<file path="src/rtl/student_pc_pkg.sv">
`default_nettype none
// ============================================================================
// Module      : student_pc_pkg
// Description : Shared command encoding and saturation-mode constants.
// Revision    : 1.0
// ============================================================================
package student_pc_pkg;

   // Listed in decode priority order, highest first.
   typedef enum logic [2:0] {
      CMD_CLR  = 3'd0,
      CMD_LOAD = 3'd1,
      CMD_INC  = 3'd2,
      CMD_DEC  = 3'd3,
      CMD_HOLD = 3'd4
   } cmd_e;

   localparam logic SAT_MODE  = 1'b1;
   localparam logic WRAP_MODE = 1'b0;

endpackage
`default_nettype wire

</file>
<file path="src/rtl/student_addn.sv">
`default_nettype none
// ============================================================================
// Module      : student_addn
// Description : WIDTH+1-bit add/subtract of a zero-extended step, with carry.
// Revision    : 1.0
// ============================================================================
module student_addn #(
   parameter int WIDTH  = 16,
   parameter int STEP_W = 4
) (
   input  logic [WIDTH-1:0]  a_i,
   input  logic [STEP_W-1:0] step_i,
   input  logic              sub_i,
   output logic [WIDTH-1:0]  res_o,
   output logic              cout_o
);

   logic [WIDTH:0] a_ext;
   logic [WIDTH:0] step_ext;
   logic [WIDTH:0] result;

   assign a_ext    = {1'b0, a_i};
   assign step_ext = {{(WIDTH + 1 - STEP_W){1'b0}}, step_i};
   // Bit WIDTH is carry when adding and borrow when subtracting.
   assign result   = sub_i ? (a_ext - step_ext) : (a_ext + step_ext);
   assign res_o    = result[WIDTH-1:0];
   assign cout_o   = result[WIDTH];

endmodule
`default_nettype wire

</file>
<file path="src/rtl/student_pc_n.sv">
`default_nettype none
// ============================================================================
// Module      : student_pc_n
// Description : N-bit program counter with clear/load/step up/down,
//               wrap or saturate, wrap pulse and sticky overflow.
// Revision    : 1.0
// ============================================================================
module student_pc_n
   import student_pc_pkg::*;
#(
   parameter int               WIDTH     = 16,
   parameter int               STEP_W    = 4,
   parameter logic [WIDTH-1:0] RESET_VAL = '0
) (
   input  logic              clk,
   input  logic              rst_n,
   input  logic              clr,
   input  logic              load,
   input  logic [WIDTH-1:0]  din,
   input  logic              inc,
   input  logic              dec,
   input  logic [STEP_W-1:0] step,
   input  logic              sat,
   output logic [WIDTH-1:0]  out,
   output logic              wrap,
   output logic              ovf
);

   cmd_e             cmd;
   logic [WIDTH-1:0] out_q, out_d;
   logic             wrap_q, wrap_d;
   logic             ovf_q, ovf_d;
   logic [WIDTH-1:0] sum;
   logic             carry;
   logic             step_nz;

   assign step_nz = (step != '0);

   always_comb begin
      cmd = CMD_HOLD;
      if (clr) begin
         cmd = CMD_CLR;
      end else if (load) begin
         cmd = CMD_LOAD;
      end else if (inc && !dec && step_nz) begin
         cmd = CMD_INC;
      end else if (dec && !inc && step_nz) begin
         cmd = CMD_DEC;
      end
   end

   student_addn #(
      .WIDTH  (WIDTH),
      .STEP_W (STEP_W)
   ) u_addn (
      .a_i    (out_q),
      .step_i (step),
      .sub_i  (cmd == CMD_DEC),
      .res_o  (sum),
      .cout_o (carry)
   );

   always_comb begin
      out_d  = out_q;
      wrap_d = 1'b0;
      ovf_d  = ovf_q;
      case (cmd)
         CMD_CLR: begin
            out_d = '0;
            ovf_d = 1'b0;
         end
         CMD_LOAD: begin
            out_d = din;
         end
         CMD_INC, CMD_DEC: begin
            if (carry) begin
               ovf_d = 1'b1;
               case (sat)
                  SAT_MODE:  out_d = (cmd == CMD_INC) ? '1 : '0;
                  WRAP_MODE: begin
                     out_d  = sum;
                     wrap_d = 1'b1;
                  end
               endcase
            end else begin
               out_d = sum;
            end
         end
         default: begin
            out_d = out_q;
         end
      endcase
   end

   always_ff @(posedge clk or negedge rst_n) begin
      if (!rst_n) begin
         out_q  <= RESET_VAL;
         wrap_q <= 1'b0;
         ovf_q  <= 1'b0;
      end else begin
         out_q  <= out_d;
         wrap_q <= wrap_d;
         ovf_q  <= ovf_d;
      end
   end

   assign out  = out_q;
   assign wrap = wrap_q;
   assign ovf  = ovf_q;

endmodule
`default_nettype wire

</file>
<file path="config.mk">
export PLATFORM = sky130hd
export DESIGN_NAME = student_pc_n
export DESIGN_NICKNAME = d
export VERILOG_FILES = /design/src/rtl/student_pc_pkg.sv /design/src/rtl/student_addn.sv /design/src/rtl/student_pc_n.sv
export SDC_FILE = /design/constraint.sdc
export NUM_CORES = 1
export LEC_CHECK = 0
export CAP_MARGIN = 10
export CELL_PAD_IN_SITES_DETAIL_PLACEMENT = 0
export CELL_PAD_IN_SITES_GLOBAL_PLACEMENT = 1
export CORE_MARGIN = 2
export CORE_UTILIZATION = 35
export DETAILED_ROUTE_END_ITERATION = 6
export PLACE_DENSITY_LB_ADDON = 0.12
export SKIP_CTS_REPAIR_TIMING = 1
export SLEW_MARGIN = 20
export SYNTH_ARGS = -nofsm -noshare
export SYNTH_HDL_FRONTEND = slang
export SYNTH_SLANG_ARGS = --single-unit
</file>
<file path="constraint.sdc">
create_clock -name clk -period 3.66 [get_ports clk]
set_input_delay 0.732 -clock clk [delete_from_list [all_inputs] [get_ports clk]]
set_output_delay 0.732 -clock clk [all_outputs]
set_load 0.1 [all_outputs]
</file>
==> flow_metrics.env <==
export IMPL_reg2regPathDepth=12
export IMPL_fin_nets=340
export IMPL_fin_crit_ns=3.509
export IMPL_core_um2=5075
export IMPL_synthXorXnorAreaFrac=0.07157
export IMPL_insertion_delay_ns=0.26
export IMPL_synth_top_family_by_area="compound AO/OA/AOI/OAI gates"
export IMPL_hp_class="reg2reg"
export IMPL_placed_area_um2=2634
export IMPL_status="complete, no violations"
export IMPL_synth_area_um2=1836
export IMPL_reg2reg_to="out[5]"
export IMPL_switchingPower_mw=0.3857
export IMPL_peakVddDrop_mv=0.1889
export IMPL_die_height_um=76.42
export IMPL_htreeDepth=1
export IMPL_fmax_mhz=285.0
export IMPL_cts_buffers=3
export IMPL_wl_per_cell_um=15.24
export IMPL_grt_pass1_wl_um=8480
export IMPL_crit_arrival_ns=3.65
export IMPL_fillers=481
export IMPL_syn_nets=250
export IMPL_crit_required_ns=3.80
export IMPL_diodes=0
export IMPL_ys_seq_elements=18
export IMPL_skew_ns=0.003419
export IMPL_vias=1842
export IMPL_portBuffers=44
export IMPL_synth_cells=201
export IMPL_stdcell_area_um2=2917
export IMPL_fin_util=0.5747
export IMPL_grt_pass1_vias=1760
export IMPL_synthAdderAreaFrac=0.1541
export IMPL_grt_overflow_total=0
export IMPL_synth_top_area_frac=0.2454
export IMPL_worstSetupEndpointType="register"
export IMPL_relSlewSlack=0.3471
export IMPL_io_pin_count=45
export IMPL_tns_ns=0
export IMPL_final_cells=359
export IMPL_fp_row_count=26
export IMPL_clock_path_buffers=2
export IMPL_leakagePower_nw=1.223
export IMPL_worstSetupStartpoint="step[0]"
export IMPL_routed_via_density=5.131
export IMPL_p_clk_frac=0.168
export IMPL_synth_simple_area_share=0.1316
export IMPL_period_share=0.9587
export IMPL_drive_above_1_share=0.3322
export IMPL_sw_frac_of_total=0.4405
export IMPL_synth_compound_area_share=0.3320
export IMPL_internal_power_mw=0.4900
export IMPL_r2r_start="out[0]"
export IMPL_cts_tree="built"
export IMPL_area_delta_synth_final_pct=58.90
export IMPL_cts_clk_slew_worst_paths_ns=0.07
export IMPL_ff2ff_setup_slack_ns=1.18
export IMPL_fp_dieW_um=76.42
export IMPL_cp_max_fo=5
export IMPL_cts_root_buf="clkbuf_8"
export IMPL_ys_warn_count=0
export IMPL_seqPwrFrac=0.270
export IMPL_dp_cells=350
export IMPL_grt_max_degree=19
export IMPL_synthMuxAreaShare=0.01363
export IMPL_postRouteAntennaNets=0
export IMPL_grt_usage=0.1765
export IMPL_hpwl_um=3882
export IMPL_synth_largest_area_cell="dfrtp_1"
export IMPL_slew_viol_final=0
export IMPL_tightestPinTransition_ns=0.9762
export IMPL_drtIter0Drc=78
export IMPL_syn_avg_cell_area_um2=9.132
export IMPL_start_util=0.3617
export IMPL_gp_congestion=0.9152
export IMPL_path_class="in2reg"
export IMPL_hold_viol=0
export IMPL_post_route_drc_count=0
export IMPL_power_density_nw_per_um2=300.2
export IMPL_async_reset_ff_frac=1.000
export IMPL_cap_violations=0
export IMPL_synth_edff_count=0
export IMPL_routed_wl_um=5472
export IMPL_p_comb_frac=0.562
export IMPL_antenna_found_initial=0
export IMPL_die_area_um2=5839
export IMPL_ys_flop_type="dfrtp_1"
export IMPL_start_kind="input pin"
export IMPL_clock_sinks=18
export IMPL_finalSetupViolations=0
export IMPL_synth_cell_types=44
export IMPL_holdWs_ns=0.5063
export IMPL_synth_area_leaders="dfrtp_1 (25%), ha_1 (14%), a221o_1 (7.6%)"
export IMPL_drt_first_pass_iters=4
export IMPL_critPathCapture="out[5]"
export IMPL_synth_seq_area_share=0.2454
synthesized netlist by cell type (2+ instances only):
cell type,number
a211oi_1,3
a21boi_1,2
a21o_1,2
a21oi_1,24
a21oi_2,11
a221o_1,14
a22oi_1,2
and3_1,3
buf_2,3
clkbuf_1,3
dfrtp_1,18
ha_1,21
inv_1,10
nand2_1,13
nand2b_1,3
nand3_1,5
nor2_1,9
nor2b_1,2
nor3_1,2
o21ai_0,8
o21ai_1,5
o21ai_2,2
or3_1,2
xnor2_1,10
xor2_1,5
logic make-up (layout without fill, tap and decap cells):
logic type                 count (synthesis)  in the layout
adders and majority gates                 22             22
DFF                                       18             18
and+or+nand+nor                           44             44
AOI/OAI and AO/OA                         82             82
muxes                                      2              3
buffers and inverters                     18            105
xor gates and xnor gates                  15             15
worst max-delay path, cell delays in order:
cell	delay (ns)
clkdlybuf4s50_1	0.42
buf_4	0.14
nor3_1	0.25
ha_1	0.29
mux2i_1	0.20
ha_2	0.34
o211ai_2	0.16
o21ai_2	0.11
a31oi_4	0.23
o21ai_4	0.11
o21ai_4	0.19
buf_4	0.19
a21oi_2	0.04
a221o_1	0.26
through the flow:
| stage | setup WS (ns) | total power [mW] |
|---|---|---|
| final | 0.1510 | 0.8757 |
| after global routing | -0.02873 | 0.9285 |
| after CTS | 0.05500 | 0.8439 |
| after detailed placement | -0.2071 | 0.6904 |
| after global placement | -0.2388 | 0.6906 |
| after floorplan | 0.2258 | 0.5310 |
power by group through the flow:
| stage | Sequential, mW | Clock, mW | Combinational (mW) |
|---|---|---|---|
| detailed placement | 0.237 | 0 | 0.453 |
| CTS | 0.233 | 0.154 | 0.457 |
| floorplan | 0.358 | 0 | 0.173 |
| global route | 0.239 | 0.163 | 0.526 |
| global placement | 0.237 | 0 | 0.453 |
| finish | 0.236 | 0.147 | 0.493 |
sequential cells by signal, indices dropped and copies added, names as in the netlist:
name,flops
wrap,1
ovf,1
out,16
layout by cell type, fill, tap and decap left out, types with 2 or more instances in the layout:
cell / count
buf_6: 4
clkbuf_8: 3
o21ai_0: 3
clkdlybuf4s50_1: 44
nor2_1: 8
a221o_1: 14
nor2b_1: 2
ha_1: 14
a21boi_1: 2
a21o_1: 2
xor2_1: 5
a22oi_1: 2
nand3_1: 4
buf_4: 43
nand2_1: 13
xnor2_1: 10
a21oi_1: 20
a21oi_2: 15
a211oi_2: 3
nand2b_1: 3
dfrtp_1: 18
mux2_4: 2
o21ai_1: 8
or3_1: 2
o21ai_2: 3
o21ai_4: 2
and3_1: 2
inv_1: 9
ha_4: 6
final cells by class:
type,instances,area (um^2),share of cell area
timing repair buffer,92,828.3,0.2840
clock buffer,3,41.29,0.01416
sequential,18,450.4,0.1544
tap,70,87.58,0.03003
inverter,10,41.29,0.01416
multi-input combinational,166,1468,0.5032
per-layer routing:
metal	track usage	wire, um	vias up
met4	0.01636	2	0
met3	0.02251	239	2
li1	-	-	938
met1	0.2522	2675	857
met2	0.2947	2555	45
met5	0	0	-
worst min path at each step:
| stage | startpoint | endpoint | slack [ns] | cells past startpoint |
|---|---|---|---|---|
| 6_report | ovf | ovf | 0.51 | 2 |
| 5_1_grt | ovf | ovf | 0.56 | 2 |
| 4_1_cts | ovf | ovf | 0.51 | 2 |
| 3_5_place_dp | ovf | ovf | 0.50 | 2 |
| 3_3_place_gp | ovf | ovf | 0.50 | 2 |
| 2_1_floorplan | rst_n | out[0] | 0.44 | 0 |
Power figures use the tool's default switching activity.
